<file path="config.mk">
export PLATFORM = sky130hd
export DESIGN_NAME = apb_initiator
export DESIGN_NICKNAME = d
export VERILOG_FILES = /design/src/rtl/apbDecode_package.sv /design/src/rtl/apb_initiator.sv
export SDC_FILE = /design/constraint.sdc
export NUM_CORES = 1
export LEC_CHECK = 0
export CAP_MARGIN = 20
export CORE_MARGIN = 2
export CORE_UTILIZATION = 36
export DETAILED_ROUTE_END_ITERATION = 6
export PLACE_DENSITY = 0.76
export SLEW_MARGIN = 20
export SYNTH_ARGS = -nofsm -noshare
export SYNTH_HDL_FRONTEND = slang
export SYNTH_SLANG_ARGS = --single-unit
</file>
<file path="constraint.sdc">
create_clock -name clk -period 2.05 [get_ports clk]
set_input_delay 0.205 -clock clk [delete_from_list [all_inputs] [get_ports clk]]
set_output_delay 0.205 -clock clk [all_outputs]
set_load 0.005 [all_outputs]
</file>
<file path="src/rtl/apbDecode_package.sv">
// Shared types for the APB initiator: FSM states, captured command and response records.
// Optional write strobes are compiled in with APB_INITIATOR_PSTRB_EN.
package apbDecode_package;

   localparam int unsigned APB_INIT_ADDR_W          = 32;
   localparam int unsigned APB_INIT_DATA_W          = 32;
   localparam int unsigned APB_INIT_TIMEOUT_DEFAULT = 256;

   typedef enum logic [1:0] {IDLE, SETUP, ACCESS, RESP} apbInitStateT;

   typedef struct packed {
      logic                         write;
      logic [APB_INIT_ADDR_W-1:0]   addr;
      logic [APB_INIT_DATA_W-1:0]   wdata;
`ifdef APB_INITIATOR_PSTRB_EN
      logic [APB_INIT_DATA_W/8-1:0] strb;
`endif
   } apbInitReqSt;

   typedef struct packed {
      logic [APB_INIT_DATA_W-1:0] rdata;
      logic                       err;
      logic                       timeout;
   } apbInitRspSt;

endpackage

</file>
<file path="src/rtl/apb_initiator.sv">
// APB requester: one command -> SETUP + ACCESS -> response; rsp_valid 3 cycles after accept with pready high,
// one transfer outstanding (req_ready low until the response is taken); APB_INITIATOR_PSTRB_EN adds pstrb.
module apb_initiator
   import apbDecode_package::*;
#(
   parameter int unsigned ADDR_W  = APB_INIT_ADDR_W,
   parameter int unsigned DATA_W  = APB_INIT_DATA_W,
   parameter int unsigned TIMEOUT = APB_INIT_TIMEOUT_DEFAULT
) (
   input  logic                clk,
   input  logic                rst,
   input  logic                req_valid,
   output logic                req_ready,
   input  logic                req_write,
   input  logic [ADDR_W-1:0]   req_addr,
   input  logic [DATA_W-1:0]   req_wdata,
`ifdef APB_INITIATOR_PSTRB_EN
   input  logic [DATA_W/8-1:0] req_strb,
   output logic [DATA_W/8-1:0] pstrb,
`endif
   output logic                rsp_valid,
   input  logic                rsp_ready,
   output logic [DATA_W-1:0]   rsp_rdata,
   output logic                rsp_err,
   output logic                rsp_timeout,
   output logic                psel,
   output logic                penable,
   output logic                pwrite,
   output logic [ADDR_W-1:0]   paddr,
   output logic [DATA_W-1:0]   pwdata,
   input  logic [DATA_W-1:0]   prdata,
   input  logic                pready,
   input  logic                pslverr
);

   // Counter only ever needs to reach TIMEOUT-1; keep at least one bit when the timeout is disabled.
   localparam int unsigned CNT_W     = (TIMEOUT == 0) ? 1 : $clog2(TIMEOUT + 1);
   localparam int unsigned TO_LAST_I = (TIMEOUT == 0) ? 0 : TIMEOUT - 1;
   localparam logic [CNT_W-1:0] TO_LAST = CNT_W'(TO_LAST_I);

   apbInitStateT     state_q;
   apbInitStateT     state_d;
   apbInitReqSt      req_q;
   apbInitRspSt      rsp_q;
   logic [CNT_W-1:0] cnt_q;
   logic             timeout_hit;

   assign timeout_hit = (TIMEOUT != 0) && (cnt_q == TO_LAST);

   always_ff @(posedge clk) begin
      if (rst) begin
         state_q <= IDLE;
      end else begin
         state_q <= state_d;
      end
   end

   // pready wins over the timeout when both land in the same ACCESS cycle.
   always_comb begin
      state_d = state_q;
      unique case (state_q)
         IDLE:    if (req_valid)              state_d = SETUP;
         SETUP:                               state_d = ACCESS;
         ACCESS:  if (pready || timeout_hit)  state_d = RESP;
         RESP:    if (rsp_ready)              state_d = IDLE;
         default:                             state_d = IDLE;
      endcase
   end

   always_ff @(posedge clk) begin
      if (rst) begin
         req_q <= '0;
         rsp_q <= '0;
         cnt_q <= '0;
      end else begin
         unique case (state_q)
            IDLE: begin
               if (req_valid) begin
                  req_q.write <= req_write;
                  req_q.addr  <= req_addr;
                  req_q.wdata <= req_wdata;
`ifdef APB_INITIATOR_PSTRB_EN
                  req_q.strb  <= req_write ? req_strb : '0;
`endif
               end
            end
            SETUP: cnt_q <= '0;
            ACCESS: begin
               if (pready) begin
                  rsp_q.rdata   <= req_q.write ? '0 : prdata;
                  rsp_q.err     <= pslverr;
                  rsp_q.timeout <= 1'b0;
               end else if (timeout_hit) begin
                  rsp_q.rdata   <= '0;
                  rsp_q.err     <= 1'b1;
                  rsp_q.timeout <= 1'b1;
               end else if (cnt_q != '1) begin
                  cnt_q <= cnt_q + 1'b1;
               end
            end
            default: ;
         endcase
      end
   end

   assign req_ready   = (state_q == IDLE) && !rst;
   assign psel        = (state_q == SETUP) || (state_q == ACCESS);
   assign penable     = (state_q == ACCESS);
   assign pwrite      = req_q.write;
   assign paddr       = req_q.addr;
   assign pwdata      = req_q.wdata;
`ifdef APB_INITIATOR_PSTRB_EN
   assign pstrb       = req_q.strb;
`endif
   assign rsp_valid   = (state_q == RESP);
   assign rsp_rdata   = rsp_q.rdata;
   assign rsp_err     = rsp_q.err;
   assign rsp_timeout = rsp_q.timeout;

endmodule

</file>
After elaboration in Yosys (flattened, before gate mapping)
Index checks and enable logic that the tools add are counted.
Widths: inputs -> output; s select.
Storage, ports and cells
  bits in registers: 110
  bits of input ports: 103
  word-level logic and storage cells: 42
Operators by class
  add/sub/neg operators: 1
  equal/unequal tests: 11
  muxes and demuxes: 11
  reduce and logical (&&, ||, !) cells: 11
Operator list (count)
  $mux 34: 2
  $mux 32: 1
  $mux 9: 3
  $pmux 9 s2: 1
  $add 9x1->9 const B: 1
  $eq 9x8->1 const B: 1
  $ne 9x9->1 const B: 1
  $pmux 2 s4: 1
  $mux 2: 3
  $ne 2x1->1 const B: 3
  $ne 2x2->1 const B: 3
  $eq 2x2->1 const B: 2
  $reduce_and 2->1: 2
  $reduce_and 4->1: 1
  $reduce_bool 2->1: 2
  $reduce_and 3->1: 1
  $eq 2x1->1 const B: 1
  $logic_not 2->1: 1
  $logic_or 1x1->1: 2
  $logic_and 1x1->1: 1
  $logic_not 1->1: 1

Depth between registers and ports, before layout
  depth after elaboration: 5
  gate-level depth with buffers: 8

Least setup slack after synthesis
OpenSTA, ideal clock, no wires.
  kind: reg2reg
  start: register cnt_q[0]
  end: register cnt_q[7]
  arrival: 1917 ps
  slack: 61 ps
  cell stages (with the launch flop): 9
  period minus slack after synthesis: 1989 ps
  cell sequence: dfxtp_1 > ha_1 > nand3_1 > nor2_1 > ha_1 > or4b_4 > buf_6 > a211oi_2 > mux2i_1
On the way
  longest elaborated chain between the ends: 5
Ends and longest elaborated chain
  start: declaration: RTL line apb_initiator.sv:45  | logic [CNT_W-1:0] cnt_q;
  start signal: assignment: RTL line apb_initiator.sv:98  | cnt_q <= cnt_q + 1'b1;
  $add 9x1->9: RTL line apb_initiator.sv:98
  $mux 9: RTL line apb_initiator.sv:97  | end else if (cnt_q != '1) begin
  $mux 9: RTL line apb_initiator.sv:93  | end else if (timeout_hit) begin
  $mux 9: RTL line apb_initiator.sv:89  | if (pready) begin
  $pmux 9 s2: RTL line apb_initiator.sv:76  | unique case (state_q)
Several ways; a longest one is shown, not always the timed one. The select of a mux whose other input is x is not followed.
A chain may end at the register's enable or synchronous reset.

Worst setup path in the final report
  start: register cnt_q[1]
  end: register cnt_q[0]
On the way
  longest elaborated chain between the ends: 3
Ends and longest elaborated chain (RTL line)
  $ne 9x9->1 or $eq 9x8->1 (tied branches): apb_initiator.sv:97, apb_initiator.sv:48
  $ne 2x1->1 (no line) or $ne 2x2->1 (tied branches)
  $reduce_and 4->1 (no line) (*)
Every way passes the cells marked *; elsewhere a longest branch is shown, timed or not.

==> results.py <==
metrics = {
    "outcome": {
        "status": "complete, no violations",
    },
    "placement": {
        "port-buffer-count": 205,
        "postPlaceCellArea_um2": 6310,
        "place.gp.congestion": 0.761,
        "dp_cells": 808,
        "dpl.hpwl_um": 8550,
    },
    "timing": {
        "finalCritPeriodShare": 0.968,
        "rsz0062_at_grt": "false",
        "hold_viol": 0,
        "fin_hold_ws_ns": 0.156,
        "fin_skew_ns": 0.00806,
        "slew_headroom": 0.612,
        "setup_tns_ns": 0,
        "final_max_slew_viol_count": 0,
        "timing.fmax_mhz": 504,
        "layout_min_cycle_time_ns": 1.98,
        "setup_violations": 0,
        "worst_pin_slew_ns": 0.582,
    },
    "synth": {
        "synth-compound-area-share": 0.165,
        "synth_mux_area_frac": 0.0123,
        "synth_area_per_cell_um2": 8.45,
        "synth_xor_area_frac": 0,
        "syn_inst": 482,
        "synth_common_cells": "134 x nand2_1, 110 x dfxtp_1, 73 x a21oi_1, 35 x nor2_1, 32 x a22oi_1",
        "ys_ff_latch": 110,
        "synth_area_leaders": "dfxtp_1 54%, nand2_1 12%, a21oi_1 9.0%",
        "synth_top_area_share": 0.541,
        "yosys.area.top_type": "dfxtp_1",
        "netlist_area_um2": 4070,
        "async_flop_share": 0,
        "synth_top_family_by_area": "simple AND/OR/NAND/NOR gates",
        "yosysUniqueCellTypes": 33,
        "synth_simple_gate_area_frac": 0.217,
        "synth_edf_count": 0,
        "ys_seq_area_frac": 0.541,
        "yosys.area_share.adder": 0.0246,
        "synth.most_common_cell": "nand2_1",
        "yosys_warnings": 0,
        "synth-main-ff-cell": "dfxtp_1",
        "syn-num-nets": 593,
    },
    "finish": {
        "finalNonFillerCells": 824,
        "diodes": 0,
        "drive_above_1_share": 0.0804,
        "area_delta_synth_final_pct": 63.4,
        "final_net_count": 791,
        "final_area_um2": 6660,
        "multi_input_area_um2": 1750,
        "seqCellArea_um2": 2200,
        "nFillCells": 937,
    },
    "hold_path": {
        "hold_depth": 2,
        "hp-start": "rst",
        "hold_path_class": "primary input to flop",
        "hold_end": "cnt_q[1]$_SDFFE_PP0P_",
    },
    "routing": {
        "dr.pass1.iters": 4,
        "antenna_left": 0,
        "drc": 0,
        "wl_per_cell_um": 14.3,
        "viasPerCell": 4.86,
        "initialDrtViolationCount": 205,
        "vias": 4006,
        "routed_wl_um": 11800,
    },
    "die": {
        "io_pins": 206,
        "rows": 38,
        "die_h_um": 110,
        "core_um2": 10900,
        "die_area_um2": 12200,
        "start_util": 0.373,
        "die_w_um": 110,
    },
    "grt": {
        "grtUsageTotal": 0.191,
        "antenna_found_initial": 0,
        "grt_max_degree": 58,
        "grt_pass1_vias": 3917,
        "grt_pass1_wl_um": 18300,
        "grt-ovfl-total": 0,
    },
    "critical_path": {
        "startpoint_type": "flop",
        "worstPathRequired_ns": 2.31,
        "r2r-start": "cnt_q[1]$_SDFFE_PP0P_",
        "crit_type": "flop to flop",
        "endpoint_kind": "flop",
        "cp_max_fo": 8,
        "r2r_slack_ns": 0.07,
        "cp.arrival_ns": 2.24,
        "reg2reg_to": "cnt_q[0]$_SDFFE_PP0P_",
        "worstRegToRegCells": 8,
    },
    "clock_tree": {
        "clockRootBuffer": "clkbuf_16",
        "htreeDepth": 3,
        "clock_path_buffers": 2,
        "numCtsBuffers": 9,
        "cts_tree": "done",
        "clk_pin_slew_ns": 0.07,
        "cts.sinks": 110,
        "insertion_delay_ns": 0.33,
        "cts.hold.buffers_added": 0,
    },
    "power_and_ir_drop": {
        "ir_drop_mv": 0.500,
        "p_leak_nw": 2.39,
        "powerDensity_nw_per_um2": 1010,
    },
    "flow_run": {
        "max_cap_violations": 0,
    },
}
## registers in the layout, summed over array words and instances (netlist names)
signal / cells
pwdata: 32
pwrite: 1
state_q: 2
rsp_rdata: 32
cnt_q: 9
rsp_timeout: 1
rsp_err: 1
paddr: 32
## final cells by class
class | count | share of cell area
clock buffer | 12 | 0.0370
clock inverter | 3 | 0.00677
inverter | 4 | 0.00226
multi-input combinational | 331 | 0.263
sequential | 110 | 0.331
tap | 140 | 0.0263
timing repair buffer | 224 | 0.334
## what timing repair did
action	4_1_cts	5_1_grt
hold endpoints to repair	0	0
buffers inserted	0	1
endpoints found under the setup margin	2	7
gates resized for setup	3	10
pin swaps	2	4
## worst max-delay path, stage by stage (launching register included)
cell	delay (ns)
dfxtp_2	0.34
ha_4	0.16
nand3_2	0.07
nor2_2	0.05
ha_2	0.19
or4b_4	0.59
buf_6	0.16
or2_4	0.22
a21oi_2	0.13
## through the flow
stage | utilization | total power [mW] | setup WS, ns
global route | 0.609 | 7.11 | 0.00652
finish | 0.609 | 6.70 | 0.0665
global placement | 0.577 | 4.96 | 0.0683
detailed placement | 0.577 | 5.03 | -0.0464
floorplan | - | 3.77 | 0.0610
CTS | 0.605 | 6.76 | 0.0232
## cell usage in the layout (no fill, tap or decap), types with 2 or more instances in the layout
| master | Yosys | layout |
|---|---|---|
| nor2_1 | 35 | 34 |
| inv_1 | 4 | 4 |
| a211oi_2 | 2 | 3 |
| dfxtp_2 | 0 | 2 |
| clkdlybuf4s50_1 | 0 | 204 |
| or3b_2 | 5 | 5 |
| ha_2 | 0 | 2 |
| buf_12 | 0 | 2 |
| nand2b_1 | 4 | 4 |
| clkinvlp_4 | 0 | 2 |
| a22oi_1 | 32 | 32 |
| nand3_1 | 7 | 6 |
| buf_4 | 1 | 17 |
| clkbuf_1 | 30 | 2 |
| nand4_1 | 3 | 3 |
| or3b_1 | 2 | 2 |
| clkbuf_16 | 0 | 9 |
| dfxtp_1 | 110 | 108 |
| a21oi_1 | 73 | 72 |
| nand3b_1 | 5 | 5 |
| nor2b_1 | 2 | 2 |
| nand2_1 | 134 | 133 |
| mux2i_1 | 5 | 5 |
| ha_1 | 8 | 5 |
## kinds of logic (layout without fill, tap and decap cells)
kind of cell    count (synthesis)  count (layout)
fa+ha+maj                       8               8
buf+inv                        41             243
simple gates                  205             205
flops                         110             110
mux                             5               5
compound gates                113             113
## where the power goes
part | internal, mW | leakage, nW | switching (mW)
Combinational | 1.26 | 1.36 | 1.08
Clock | 0.976 | 0.135 | 0.739
Sequential | 2.47 | 0.898 | 0.174
Total | 4.71 | 2.39 | 1.99
## per-layer routing
layer | routed length [µm] | global-route usage | vias to the layer above
met4 | 161 | 0.0625 | 0
met2 | 6060 | 0.349 | 129
met1 | 4740 | 0.215 | 1863
li1 | - | - | 2001
met3 | 854 | 0.0500 | 13
met5 | 0 | 0 | -
## worst max-delay path by stage
stage,from,to,slack (ns),cells past startpoint
finish,cnt_q[1]$_SDFFE_PP0P_,cnt_q[0]$_SDFFE_PP0P_,0.07,8
global route,cnt_q[1]$_SDFFE_PP0P_,cnt_q[0]$_SDFFE_PP0P_,0.007,8
CTS,cnt_q[0]$_SDFFE_PP0P_,cnt_q[0]$_SDFFE_PP0P_,0.02,8
detailed placement,cnt_q[0]$_SDFFE_PP0P_,cnt_q[5]$_SDFFE_PP0P_,-0.05,7
global placement,cnt_q[0]$_SDFFE_PP0P_,cnt_q[5]$_SDFFE_PP0P_,0.07,7
floorplan,cnt_q[0]$_SDFFE_PP0P_,cnt_q[7]$_SDFFE_PP0P_,0.06,8
Note: power is estimated with default switching activity, not from simulation.
